## config.mk

```make
export PLATFORM = sky130hd
export DESIGN_NAME = mask_unit_read_scheduler
export DESIGN_NICKNAME = d
export VERILOG_FILES = /design/src/rtl/mask_unit_read_scheduler.sv
export SDC_FILE = /design/constraint.sdc
export NUM_CORES = 1
export LEC_CHECK = 0
export BUFFER_PORTS_ARGS = -buffer_cell sky130_fd_sc_hd__buf_2
export CORE_MARGIN = 3
export CORE_UTILIZATION = 55
export DETAILED_ROUTE_END_ITERATION = 12
export PLACE_DENSITY = 0.83
export SLEW_MARGIN = 5
export SYNTH_ARGS = -nofsm -noshare
export SYNTH_HDL_FRONTEND = slang
export SYNTH_SLANG_ARGS = --single-unit
```

## constraint.sdc

```tcl
create_clock -name clock -period 10.4 [get_ports clock]
set_clock_uncertainty 0.15 [all_clocks]
set_input_delay 1.04 -clock clock [delete_from_list [all_inputs] [get_ports clock]]
set_output_delay 1.04 -clock clock [all_outputs]
set_load 0.01 [all_outputs]
```

## src/rtl/mask_unit_read_scheduler.sv

```systemverilog
// rtl/mask_unit_read_scheduler.sv - splits a bulk mask-unit read into rotated per-slot crossbar reads
module mask_unit_read_scheduler #(
    parameter int MAX_OUTSTANDING = 8
) (
    input  logic        clock,
    input  logic        reset,
    input  logic        cmd_valid,
    output logic        cmd_ready,
    input  logic [4:0]  cmd_vs,
    input  logic [8:0]  cmd_offset,
    input  logic [6:0]  cmd_count,
    input  logic [1:0]  cmd_laneRot,
    output logic [3:0]  read_valid,
    input  logic [3:0]  read_ready,
    output logic [19:0] read_vs,
    output logic [35:0] read_offset,
    output logic [7:0]  read_readLane,
    output logic [7:0]  read_dataOffset,
    input  logic [3:0]  resp_valid,
    output logic        busy,
    output logic        done,
    output logic        err_unexpected_resp
);

    typedef enum logic [1:0] {
        S_IDLE  = 2'd0,
        S_ISSUE = 2'd1,
        S_DRAIN = 2'd2,
        S_DONE  = 2'd3
    } state_t;

    // A round may open only if a full round of four accepts still fits under the credit cap.
    localparam logic [3:0] OPEN_LIMIT = 4'(MAX_OUTSTANDING - 4);

    state_t      state_q;
    logic [4:0]  vs_q;
    logic [8:0]  offset_q;
    logic [6:0]  count_q;
    logic [1:0]  rot_q;
    logic [4:0]  round_q;
    logic [3:0]  pending_q;
    logic        open_q;
    logic [3:0]  out_q;
    logic        done_q;
    logic        err_q;

    function automatic logic [2:0] popcount4(input logic [3:0] v);
        return {2'b00, v[0]} + {2'b00, v[1]} + {2'b00, v[2]} + {2'b00, v[3]};
    endfunction

    function automatic logic [3:0] round_mask(input logic [4:0] r, input logic [6:0] c);
        logic [3:0] m;
        m = '0;
        for (int s = 0; s < 4; s++) begin
            m[s] = ({1'b0, r, 2'b00} + 8'(s)) < {1'b0, c};
        end
        return m;
    endfunction

    logic [3:0] accept;
    logic [3:0] pending_left;
    logic [4:0] round_inc;
    logic       last_round;
    logic [2:0] resp_cnt;
    logic [4:0] credit_sum;
    logic       resp_over;
    logic [4:0] out_d;

    assign read_valid   = (state_q == S_ISSUE) ? (pending_q & {4{open_q}}) : 4'b0000;
    assign accept       = read_valid & read_ready;
    assign pending_left = pending_q & ~accept;
    assign round_inc    = round_q + 5'd1;
    assign last_round   = {1'b0, round_inc, 2'b00} >= {1'b0, count_q};

    assign resp_cnt   = popcount4(resp_valid);
    assign credit_sum = {1'b0, out_q} + {2'b00, popcount4(accept)};
    assign resp_over  = {2'b00, resp_cnt} > credit_sum;
    // Surplus responses (stale or spurious) flag an error and floor the count at zero.
    assign out_d      = resp_over ? 5'd0 : (credit_sum - {2'b00, resp_cnt});

    assign cmd_ready           = (state_q == S_IDLE);
    assign busy                = (state_q != S_IDLE);
    assign done                = done_q;
    assign err_unexpected_resp = err_q;

    // Slot fields are zeroed when the slot is idle; they are stable while valid waits.
    always_comb begin
        read_vs         = '0;
        read_offset     = '0;
        read_readLane   = '0;
        read_dataOffset = '0;
        for (int s = 0; s < 4; s++) begin
            if (read_valid[s]) begin
                read_vs[5*s +: 5]         = vs_q;
                read_offset[9*s +: 9]     = offset_q + {4'b0000, round_q};
                read_readLane[2*s +: 2]   = 2'(s) + round_q[1:0] + rot_q;
                read_dataOffset[2*s +: 2] = round_q[1:0];
            end
        end
    end

    always_ff @(posedge clock) begin
        if (reset) begin
            state_q   <= S_IDLE;
            vs_q      <= '0;
            offset_q  <= '0;
            count_q   <= '0;
            rot_q     <= '0;
            round_q   <= '0;
            pending_q <= '0;
            open_q    <= 1'b0;
            out_q     <= '0;
            done_q    <= 1'b0;
            err_q     <= 1'b0;
        end else begin
            out_q  <= out_d[3:0];
            done_q <= 1'b0;
            if (resp_over) begin
                err_q <= 1'b1;
            end
            case (state_q)
                S_IDLE: begin
                    if (cmd_valid) begin
                        vs_q     <= cmd_vs;
                        offset_q <= cmd_offset;
                        count_q  <= cmd_count;
                        rot_q    <= cmd_laneRot;
                        round_q  <= '0;
                        if (cmd_count == 7'd0) begin
                            state_q <= S_DONE;
                            done_q  <= 1'b1;
                        end else begin
                            pending_q <= round_mask(5'd0, cmd_count);
                            open_q    <= (out_q <= OPEN_LIMIT);
                            state_q   <= S_ISSUE;
                        end
                    end
                end
                S_ISSUE: begin
                    if (!open_q) begin
                        if (out_q <= OPEN_LIMIT) begin
                            open_q <= 1'b1;
                        end
                    end else if (pending_left == 4'b0000) begin
                        open_q  <= 1'b0;
                        round_q <= round_inc;
                        if (last_round) begin
                            pending_q <= '0;
                            state_q   <= S_DRAIN;
                        end else begin
                            pending_q <= round_mask(round_inc, count_q);
                        end
                    end else begin
                        pending_q <= pending_left;
                    end
                end
                S_DRAIN: begin
                    if (out_q == 4'd0) begin
                        state_q <= S_DONE;
                        done_q  <= 1'b1;
                    end
                end
                S_DONE: begin
                    state_q <= S_IDLE;
                end
                default: begin
                    state_q <= S_IDLE;
                end
            endcase
        end
    end

endmodule

```

==> report_table.html <==
<table>
<tr><th>Metric</th><th>Value</th></tr>
<tr><th colspan="2">Synth</th></tr>
<tr><td>Number of distinct library cells after synthesis</td><td>50</td></tr>
<tr><td>Dominant cell by count in the synthesized netlist</td><td>nand2_1</td></tr>
<tr><td>Proportion of register bits with asynchronous set or reset after synthesis</td><td>0%</td></tr>
<tr><td>Cell area after technology mapping</td><td>around 3200 um2</td></tr>
<tr><td>Yosys reg bits</td><td>41</td></tr>
<tr><td>Synth Area per Inst</td><td>7.34 um2</td></tr>
<tr><td>Most numerous cell types in the synthesized netlist</td><td>nand2_1 (68), a21oi_1 (46), dfxtp_1 (41), and2_1 (40), nor2_1 (37)</td></tr>
<tr><td>Number of enable-type register cells in the synthesized netlist</td><td>0</td></tr>
<tr><td>Gate Count Post-Synth</td><td>441</td></tr>
<tr><td>Yosys warning count</td><td>0</td></tr>
<tr><td>Sequential share of the synthesized area</td><td>25.3%</td></tr>
<tr><td>Library cell occupying the most area in the post-synthesis netlist</td><td>dfxtp_1</td></tr>
<tr><td>Mapped Nets</td><td>508</td></tr>
<tr><td>Biggest area contributors in the synthesized netlist</td><td>dfxtp_1 (25%), ha_1 (10%), nand2_1 (7.9%)</td></tr>
<tr><td>Main flop type after synthesis</td><td>dfxtp_1</td></tr>
<tr><td>Share of the synthesized area in the top cell type</td><td>between 20% and 30%</td></tr>
<tr><th colspan="2">GRT</th></tr>
<tr><td>Met3 usage in global routing</td><td>4.34%</td></tr>
<tr><td>Met1 Track Usage GR</td><td>34.4%</td></tr>
<tr><td>Maximum number of pins on one net before global-route repair</td><td>39</td></tr>
<tr><td>Met2 usage in global routing</td><td>46.6%</td></tr>
<tr><td>Global route total overflow</td><td>0</td></tr>
<tr><td>Vias in the first global route</td><td>3,081</td></tr>
<tr><td>Top Usage Layer GRT</td><td>met2</td></tr>
<tr><td>Aggregate global-route resource usage</td><td>a little over a quarter</td></tr>
<tr><td>Wire length of the first global-routing pass</td><td>14.3 mm</td></tr>
<tr><td>Number of antenna violations at the first check in global routing</td><td>0</td></tr>
<tr><th colspan="2">STA</th></tr>
<tr><td>Worst relative slew slack</td><td>25.7%</td></tr>
<tr><td>Setup violations, final</td><td>0</td></tr>
<tr><td>Share of the cycle needed by the critical path after routing</td><td>46.8%</td></tr>
<tr><td>Sum of negative setup slack</td><td>0 ns</td></tr>
<tr><td>Crit path time final</td><td>4.86 ns</td></tr>
<tr><td>PnR worst setup slack</td><td>5.54 ns</td></tr>
<tr><td>Pins over their slew limit</td><td>0</td></tr>
<tr><td>Number of hold violations in the final report</td><td>0</td></tr>
<tr><td>Setup repair after global routing missed its margin</td><td>no</td></tr>
<tr><td>Least-Margin Pin Slew</td><td>1.10 ns</td></tr>
<tr><td>Max Freq</td><td>0.206 GHz</td></tr>
<tr><th colspan="2">Detailed routing</th></tr>
<tr><td>WL per Instance</td><td>14.6 um</td></tr>
<tr><td>Number of vias after detailed routing</td><td>3,412</td></tr>
<tr><td>Mean number of vias per cell</td><td>5.57</td></tr>
<tr><td>Count of nets left with antenna violations after detail routing</td><td>0</td></tr>
<tr><td>Initial drt markers</td><td>174</td></tr>
<tr><td>DRC violation count after routing</td><td>0</td></tr>
<tr><td>DRT Pass-1 Iters</td><td>5</td></tr>
<tr><td>Total wire length</td><td>8.97 mm</td></tr>
<tr><th colspan="2">Placement</th></tr>
<tr><td>Worst slack after detailed placement</td><td>5.61 ns</td></tr>
<tr><td>Sum of net half-perimeters after detailed placement</td><td>6.87 mm</td></tr>
<tr><td>RePlAce Congestion</td><td>between 0.9 and 1</td></tr>
<tr><td>Port-buffer cells</td><td>between 100 and 150</td></tr>
<tr><th colspan="2">Critical path</th></tr>
<tr><td>Classification of the worst setup path</td><td>reg2reg</td></tr>
<tr><td>Max Fanout on Critical Path</td><td>19</td></tr>
<tr><td>Kind of launch point of the worst setup path</td><td>flip-flop</td></tr>
<tr><td>Endpoint type of the worst setup path</td><td>flip-flop</td></tr>
<tr><td>Worst Path Required</td><td>approximately 10 ns</td></tr>
<tr><td>Endpoint arrival time on the critical path</td><td>4.91 ns</td></tr>
<tr><th colspan="2">Clock network</th></tr>
<tr><td>Clock sink count</td><td>41</td></tr>
<tr><td>Clock tree from TritonCTS</td><td>built</td></tr>
<tr><td>Clock H-tree levels</td><td>2</td></tr>
<tr><td>Clk Tree Root Cell</td><td>clkbuf_8</td></tr>
<tr><td>Clock Path Buffers</td><td>2</td></tr>
<tr><td>Clock-pin slew of the registers on the worst-case setup and hold paths</td><td>0.08 ns</td></tr>
<tr><td>Clock latency on the worst-skew pair</td><td>0.29 ns</td></tr>
<tr><td>Hold-fix buffers, CTS</td><td>0</td></tr>
<tr><td>Post-CTS Resized</td><td>0</td></tr>
<tr><td>Number of buffers created by CTS</td><td>5</td></tr>
<tr><td>Setup repair bufs after CTS</td><td>0</td></tr>
<tr><th colspan="2">Layout</th></tr>
<tr><td>Area grow syn2layout</td><td>20.9%</td></tr>
<tr><td>Total Nets Final</td><td>608</td></tr>
<tr><td>Share of final-layout standard cells stronger than drive strength 1</td><td>23.3%</td></tr>
<tr><td>Fill cell count</td><td>505</td></tr>
<tr><td>Antenna fix cells</td><td>0</td></tr>
<tr><th colspan="2">Status</th></tr>
<tr><td>Run status</td><td>finished clean</td></tr>
<tr><th colspan="2">Job</th></tr>
<tr><td>Max-cap viol count</td><td>0</td></tr>
<tr><th colspan="2">Die</th></tr>
<tr><td>Total core area</td><td>between 5000 and 6000 um2</td></tr>
<tr><td>Y dimension of the die</td><td>82.7 um</td></tr>
<tr><td>Standard-cell rows</td><td>27</td></tr>
<tr><td>Top-level port count</td><td>roughly 110</td></tr>
<tr><td>X dimension of the die</td><td>82.7 um</td></tr>
<tr><td>Starting density of the core</td><td>between 50% and 60%</td></tr>
<tr><td>Area of the die</td><td>6840 um2</td></tr>
<tr><th colspan="2">Pwr</th></tr>
<tr><td>Worst ir drop on vdd</td><td>139 uV</td></tr>
<tr><td>Pwr Density</td><td>171 nW/um2</td></tr>
<tr><td>Pleak</td><td>0.00196 uW</td></tr>
<tr><th colspan="2">Hold path</th></tr>
<tr><td>Type of the most critical hold path</td><td>reg2reg</td></tr>
</table>
critical path: stages (launching register included):
cell,delay [ns]
dfxtp_1,0.32
inv_1,0.11
ha_1,0.59
nand3_1,0.46
inv_1,0.46
nand2_1,0.12
fa_1,0.48
fa_1,0.47
fa_1,0.41
xnor2_1,0.17
ha_1,0.36
o21ai_0,0.11
a32oi_1,0.21
a21oi_1,0.14
and2_1,0.20
flip-flops by register name, summed over array words and instances, names as in the netlist:
name and count:
rot_q 2, out_q 4, count_q 7, offset_q 9, open_q 1, done 1, vs_q 5, err_unexpected_resp 1
round_q 5, state_q 2, pending_q 4
layout make-up:
cell class                 count  area (um2)  share of cell area (%)
tap                           72        90.1                    2.30
sequential                    41         821                    21.0
clock inverter                 2        35.0                   0.895
timing repair buffer         113         566                    14.4
clock buffer                   5        68.8                    1.76
multi-input combinational    347        2210                    56.5
inverter                      33         124                    3.16
cell usage in the layout (no fill, tap or decap), types with 2 or more instances in the layout:
| cell | count |
|---|---|
| a21o_1 | 4 |
| a21oi_1 | 46 |
| a221oi_1 | 3 |
| a22oi_1 | 3 |
| and2_1 | 40 |
| and4b_1 | 2 |
| buf_2 | 113 |
| clkbuf_8 | 5 |
| dfxtp_1 | 41 |
| fa_1 | 6 |
| ha_1 | 27 |
| inv_1 | 33 |
| mux2i_1 | 5 |
| nand2_1 | 68 |
| nand2b_1 | 2 |
| nand3_1 | 18 |
| nand3b_1 | 4 |
| nor2_1 | 37 |
| nor2b_1 | 6 |
| nor3_1 | 2 |
| nor3b_1 | 2 |
| nor4_1 | 6 |
| o21a_1 | 2 |
| o21ai_0 | 17 |
| o31ai_1 | 3 |
| o32ai_1 | 2 |
| or2_2 | 2 |
| or3_1 | 6 |
| or4_1 | 4 |
| xnor2_1 | 8 |
| xor2_1 | 5 |
routing by layer:
metal	wire length (um)	share of wire, %
met5	0	0
met4	68	0.76
met3	537	6.0
met2	4410	49
met1	3950	44
kinds of logic after synthesis:
family / share of synthesized area (%)
compound gates: 18.3
xor+xnor: 3.52
fa+ha+maj: 14.1
buf+inv: 6.34
flops: 25.3
mux: 1.55
simple gates: 30.8
final timing paths:
path,cells after the start,to,start,slack [ns]
hold / removal,2,count_q[4],count_q[4],0.31
setup / recovery,14,out_q[1],state_q[1],5.54
hold reg to reg,2,count_q[4],count_q[4],0.31
setup reg to reg,14,out_q[1],state_q[1],5.54
per-stage QoR:
step | total power, uW | hold slack [ns] | area, um2 | util (%) | instances
4_1_cts | 671 | 0.309 | 3920 | 69.8 | 613
3_5_place_dp | 548 | 0.297 | 3810 | 68.0 | 606
6_report | 671 | 0.307 | 3920 | 69.8 | 613
5_1_grt | 727 | 0.332 | 3920 | 69.8 | 613
2_1_floorplan | 464 | 0.286 | 3240 | - | 441
3_3_place_gp | 536 | 0.294 | 3810 | 68.0 | 606
report_power, final:
group | leakage (uW) | switching, uW | total, uW | internal (uW)
logic | 0.00157 | 197 | 319 | 122
registers | 0.000337 | 37.7 | 229 | 191
clock network | 0.0000540 | 53.8 | 124 | 69.8
total | 0.00196 | 289 | 671 | 382
(Power assumes the default switching activity.)
